## src/rtl/eth_rx_ingress.sv

```systemverilog
// rtl/eth_rx_ingress.sv - per-port receive front end: preamble strip, FIFO write, header capture, CRC-32, status record
module eth_rx_ingress #(
  parameter int DATA_IN_SIZE      = 8,
  parameter int ADDR_BUFFER_DEPTH = 12,
  parameter int MIN_FRAME_LEN     = 64,
  parameter int MAX_FRAME_LEN     = 1518,
  parameter int LEN_W             = 11
) (
  input  logic                                      clk,
  input  logic                                      rst_n,
  input  logic [DATA_IN_SIZE-1:0]                   rx_data,
  input  logic                                      rx_dv,
  input  logic                                      rx_er,
  input  logic                                      fifo_full,
  output logic                                      fifo_wr_en,
  output logic [DATA_IN_SIZE-1:0]                   fifo_wr_data,
  output logic [ADDR_BUFFER_DEPTH*DATA_IN_SIZE-1:0] addr_buf,
  output logic                                      addr_valid,
  output logic                                      status_valid,
  input  logic                                      status_ack,
  output logic                                      fcs_ok,
  output logic [4:0]                                err_flags,
  output logic [LEN_W-1:0]                          frame_len,
  output logic                                      drop_pulse
);

  typedef enum logic [2:0] {IDLE, PREAMBLE, RECV, STATUS, DISCARD} state_t;

  localparam logic [7:0]       PRE_BYTE = 8'h55;
  localparam logic [7:0]       SFD_BYTE = 8'hD5;
  localparam logic [31:0]      CRC_INIT = 32'hFFFF_FFFF;
  localparam logic [31:0]      RESIDUE  = 32'hDEBB_20E3;
  localparam logic [LEN_W-1:0] LEN_SAT  = '1;

  state_t            state;
  logic [31:0]       crc;
  logic [LEN_W-1:0]  len_inc;
  logic              wr_ok;
  logic              is_pre;

  // Reflected CRC-32, one byte LSB-first
  function automatic logic [31:0] crc_byte(input logic [31:0] c_in, input logic [7:0] d);
    logic [31:0] c;
    c = c_in ^ {24'd0, d};
    for (int b = 0; b < 8; b++)
      c = c[0] ? ((c >> 1) ^ 32'hEDB8_8320) : (c >> 1);
    return c;
  endfunction

  assign len_inc = (frame_len == LEN_SAT) ? frame_len : frame_len + 1'b1;
  // Once overflow hits, the rest of the frame is dropped so the FIFO never sees a hole
  assign wr_ok   = !err_flags[3] && !fifo_full && (frame_len < LEN_W'(MAX_FRAME_LEN));
  assign is_pre  = (rx_data == PRE_BYTE);

  always_ff @(posedge clk or negedge rst_n) begin
    if (!rst_n) begin
      state        <= IDLE;
      crc          <= CRC_INIT;
      fifo_wr_en   <= 1'b0;
      fifo_wr_data <= '0;
      addr_buf     <= '0;
      addr_valid   <= 1'b0;
      status_valid <= 1'b0;
      fcs_ok       <= 1'b0;
      err_flags    <= '0;
      frame_len    <= '0;
      drop_pulse   <= 1'b0;
    end else begin
      fifo_wr_en <= 1'b0;
      drop_pulse <= 1'b0;
      case (state)
        IDLE: begin
          if (rx_dv) state <= is_pre ? PREAMBLE : DISCARD;
        end
        PREAMBLE: begin
          if (!rx_dv) begin
            state <= status_valid ? STATUS : IDLE;
          end else if (rx_data == SFD_BYTE) begin
            if (status_valid) begin
              state      <= DISCARD;
              drop_pulse <= 1'b1;
            end else begin
              state      <= RECV;
              frame_len  <= '0;
              crc        <= CRC_INIT;
              err_flags  <= '0;
              addr_valid <= 1'b0;
              fcs_ok     <= 1'b0;
            end
          end else if (!is_pre) begin
            state <= DISCARD;
          end
        end
        RECV: begin
          if (rx_dv) begin
            crc          <= crc_byte(crc, rx_data);
            frame_len    <= len_inc;
            fifo_wr_data <= rx_data;
            fifo_wr_en   <= wr_ok;
            if (frame_len < LEN_W'(ADDR_BUFFER_DEPTH)) begin
              addr_buf[(ADDR_BUFFER_DEPTH-1-int'(frame_len))*DATA_IN_SIZE +: DATA_IN_SIZE] <= rx_data;
              if (frame_len == LEN_W'(ADDR_BUFFER_DEPTH-1)) addr_valid <= 1'b1;
            end
            if (rx_er)     err_flags[4] <= 1'b1;
            if (fifo_full) err_flags[3] <= 1'b1;
            if (len_inc == LEN_W'(MAX_FRAME_LEN+1)) err_flags[2] <= 1'b1;
          end else begin
            state        <= STATUS;
            status_valid <= 1'b1;
            fcs_ok       <= (crc == RESIDUE);
            err_flags[1] <= (frame_len < LEN_W'(MIN_FRAME_LEN));
            err_flags[0] <= (crc != RESIDUE);
          end
        end
        STATUS: begin
          // A new preamble may start while the record waits; the SFD check drops it
          if (status_ack) begin
            status_valid <= 1'b0;
            addr_valid   <= 1'b0;
            state        <= rx_dv ? (is_pre ? PREAMBLE : DISCARD) : IDLE;
          end else if (rx_dv) begin
            state <= is_pre ? PREAMBLE : DISCARD;
          end
        end
        DISCARD: begin
          if (!rx_dv) state <= status_valid ? STATUS : IDLE;
        end
        default: state <= IDLE;
      endcase
    end
  end

endmodule

```

## config.mk

```make
export PLATFORM = sky130hd
export DESIGN_NAME = eth_rx_ingress
export DESIGN_NICKNAME = d
export VERILOG_FILES = /design/src/rtl/eth_rx_ingress.sv
export SDC_FILE = /design/constraint.sdc
export NUM_CORES = 1
export LEC_CHECK = 0
export CORE_UTILIZATION = 55
export CTS_BUF_LIST = sky130_fd_sc_hd__clkbuf_4
export CTS_CLUSTER_DIAMETER = 40
export DETAILED_ROUTE_END_ITERATION = 7
export GPL_TIMING_DRIVEN = 0
export PLACE_DENSITY_LB_ADDON = 0.2
export SYNTH_ARGS = -nofsm -noshare
export SYNTH_HDL_FRONTEND = slang
export SYNTH_SLANG_ARGS = --single-unit
```

## constraint.sdc

```tcl
create_clock -name clk -period 8.5 [get_ports clk]
set_input_delay 1.275 -clock clk [delete_from_list [all_inputs] [get_ports clk]]
set_output_delay 1.275 -clock clk [all_outputs]
set_load 0.05 [all_outputs]
```

==> impl_metrics.py <==
metrics = {
    "placed_design": {
        "numPlacedInstances": 1028,
        "dp_worst_setup_slack_ns": 4.161,
        "globalplace.congestion": 0.9202,
        "post-dp-hpwl_um": 14710,
        "port_buffers": 137,
    },
    "cts": {
        "tritoncts": "built",
        "cts_hold_buf": 0,
        "cts.sinks": 160,
        "clk_pin_slew_ns": 0.13,
        "cts-buffers-inserted": 17,
        "worstSkewPairLatency_ns": 0.57,
        "cts_root_buf": "clkbuf_4",
        "cts-resized-gates": 0,
        "h-tree-depth": 4,
        "postCtsSetupBuffers": 0,
        "cts_buffer_depth": 2,
    },
    "yosys": {
        "synth-simple-area-share_pct": 15.38,
        "synthAdderAreaFrac_pct": 1.093,
        "synthMuxAreaShare_pct": 14.17,
        "synth_area_leaders": "dfrtp_1, mux2_2, dfstp_2",
        "synthCells": 710,
        "synth_seq_area_share_pct": 50.45,
        "synth.avg_cell_area_um2": 11.29,
        "synth.most_common_cell": "dfrtp_1",
        "synth_edf_count": 0,
        "synth-xor-area-share_pct": 8.523,
        "synth_compound_area_share_pct": 7.774,
        "synth_seq_cells": 160,
        "async_flop_share_pct": 100.0,
        "synth_top_area_cell": "dfrtp_1",
        "syn_area_um2": 8015,
        "synthFlopType": "dfrtp_1",
        "synth_common_cells": "dfrtp_1, mux2_2, nor2_1, xnor2_1, nand2_1",
        "synth_top_cell_area_share_pct": 39.96,
        "synth_nets": 731,
        "yosysWarnings": 0,
        "synth_top_family_by_area": "simple AND/OR/NAND/NOR gates",
        "yosys.cell_types.count": 61,
    },
    "timing": {
        "finalCritPeriodShare_pct": 51.47,
        "worst_pin_slew_ns": 0.8824,
        "slew_violations": 0,
        "final_hold_viol_count": 0,
        "whs_ns": 0.4837,
        "slew_headroom_pct": 41.17,
        "fin_skew_ns": 0.01980,
        "setup_violations": 0,
        "rsz0062_at_grt": "false",
        "setup_tns_ns": 0,
        "max_freq_mhz": 228.6,
        "finalWorstSetupSlack_ns": 4.125,
        "finalCriticalPeriod_ns": 4.375,
    },
    "flow_run": {
        "maxCapViolCount": 0,
    },
    "global_routing": {
        "grt_max_degree": 98,
        "grt_pass1_vias": 6217,
        "antenna_found_initial": 1,
        "grt_pass1_wl_um": 32960,
        "grt_util_all_layers_pct": 29.11,
        "grt_overflow_total": 0,
    },
    "detailed_routing": {
        "totalWireLength_um": 20370,
        "via_per_inst": 5.764,
        "drtAntennaViolNets": 0,
        "vias": 6110,
        "drc_errors": 0,
        "drtPass1Iterations": 5,
        "drtIter0Drc": 637,
        "wire_per_inst_um": 19.22,
    },
    "floorplanning": {
        "coreArea_um2": 14040,
        "fp.dieW_um": 122.7,
        "start_util_pct": 57.08,
        "dieArea_um2": 15060,
        "ios": 139,
        "die_y_um": 122.7,
        "rows": 43,
    },
    "setup_path": {
        "r2r_start": "frame_len[2]$_DFFE_PN0P_",
        "cp_max_fo": 10,
        "rrSetupSlack_ns": 4.13,
        "worstPathRequired_ns": 8.97,
        "critPathKind": "flip-flop to flip-flop",
        "r2r-end": "addr_buf[13]$_DFFE_PN0P_",
        "arrival_ns": 4.84,
        "ff2ff_path_depth": 15,
        "startpoint_type": "flip-flop",
        "worstSetupEndpointType": "flip-flop",
    },
    "power_and_ir_drop": {
        "ir_drop_mv": 0.2593,
        "leakagePower_nw": 4.312,
        "powerDensity_nw_per_um2": 296.7,
    },
    "worst_hold_path": {
        "hold_path.class": "flip-flop to flip-flop",
        "hold_start": "err_flags[3]$_DFFE_PN0P_",
        "hold_path_end": "fifo_wr_en$_DFF_PN0_",
        "hold_depth": 1,
    },
    "layout": {
        "syn_to_final_growth_pct": 23.13,
        "nets": 888,
        "finalNonFillerCells": 1060,
        "layout-drive-gt1-share_pct": 20.82,
        "fillers": 1015,
    },
    "outcome": {
        "outcome": "completed",
    },
}
[through the flow]
stage	cell area, um^2	total power [mW]	utilization, %
floorplan	8015	2.162	-
finish	9869	2.928	70.28
global placement	9612	2.481	68.45
CTS	9867	2.918	70.27
global route	9869	3.101	70.28
detailed placement	9641	2.519	68.65
[cells by family (layout without fill, tap and decap cells)]
| kind of cell | after synthesis | after routing |
|---|---|---|
| xor+xnor | 78 | 78 |
| simple gates | 216 | 216 |
| buf+inv | 46 | 215 |
| flops | 160 | 160 |
| fa+ha+maj | 7 | 7 |
| compound gates | 104 | 104 |
| mux | 99 | 99 |
| other cells | 0 | 1 |
[metal layers]
metal / vias to the layer above / part of all wire (%) / wire length (um) / track usage, %
li1: 2805 / - / - / -
met1: 3054 / 42 / 8636 / 38.73
met2: 228 / 50 / 10250 / 47.23
met3: 23 / 6.0 / 1217 / 7.017
met4: 0 / 1.3 / 261 / 8.460
met5: - / 0 / 0 / 0
[registers in the layout (all words and copies together) (netlist names), 3 cells and up]
| name | cells |
|---|---|
| frame_len | 11 |
| err_flags | 5 |
| crc | 32 |
| state | 3 |
| fifo_wr_data | 8 |
| addr_buf | 96 |
[worst max-delay path by stage]
| stage | depth (start not counted) | from | end |
|---|---|---|---|
| 6_report | 15 | frame_len[2]$_DFFE_PN0P_ | addr_buf[13]$_DFFE_PN0P_ |
| 5_1_grt | 15 | frame_len[2]$_DFFE_PN0P_ | addr_buf[13]$_DFFE_PN0P_ |
| 4_1_cts | 15 | frame_len[2]$_DFFE_PN0P_ | addr_buf[13]$_DFFE_PN0P_ |
| 3_5_place_dp | 15 | frame_len[2]$_DFFE_PN0P_ | addr_buf[11]$_DFFE_PN0P_ |
| 3_3_place_gp | 1 | rst_n | addr_buf[36]$_DFFE_PN0P_ |
| 2_1_floorplan | 15 | frame_len[2]$_DFFE_PN0P_ | addr_buf[10]$_DFFE_PN0P_ |
[cell type report]
cell class,count,area (um^2),share of cell area [%]
clock inverters,13,91.34,0.9255
diodes,1,2.502,0.02535
well taps,180,225.2,2.282
repair buffers,138,1400,14.19
clock buffers,18,135.1,1.369
flip-flops and latches,160,4044,40.97
multi-input cells,504,3762,38.12
plain buffers,31,152.6,1.547
inverters,15,56.30,0.5705
[power breakdown]
part / switching (mW) / internal (mW)
Clock: 0.274 / 0.115
Sequential: 0.131 / 0.941
Combinational: 0.884 / 0.583
[layout by cell type (no fill, tap or decap), types with 19 or more instances in the layout]
master	netlist	layout
dfrtp_1	128	128
nor2_1	63	63
clkdlybuf4s50_1	0	136
mux2_2	84	84
nand2_1	47	47
clkbuf_1	19	19
o21ai_0	24	24
xnor2_1	51	51
a21oi_1	43	43
dfstp_2	32	32
xor2_1	27	27
[worst max-delay path: stages (launching register included)]
cell and delay (ns):
dfrtp_1 0.50, clkbuf_1 0.39, inv_1 0.09, ha_1 0.31, clkbuf_1 0.18, or3_1 0.44, nor2_1 0.16, nand2_1 0.07
ha_1 0.29, nor2_1 0.09, nand3_1 0.09, nor4b_2 0.21, nand4_1 0.16, buf_6 0.24, nor4_4 0.63, mux2_2 0.41
Power figures use the tool's default switching activity.
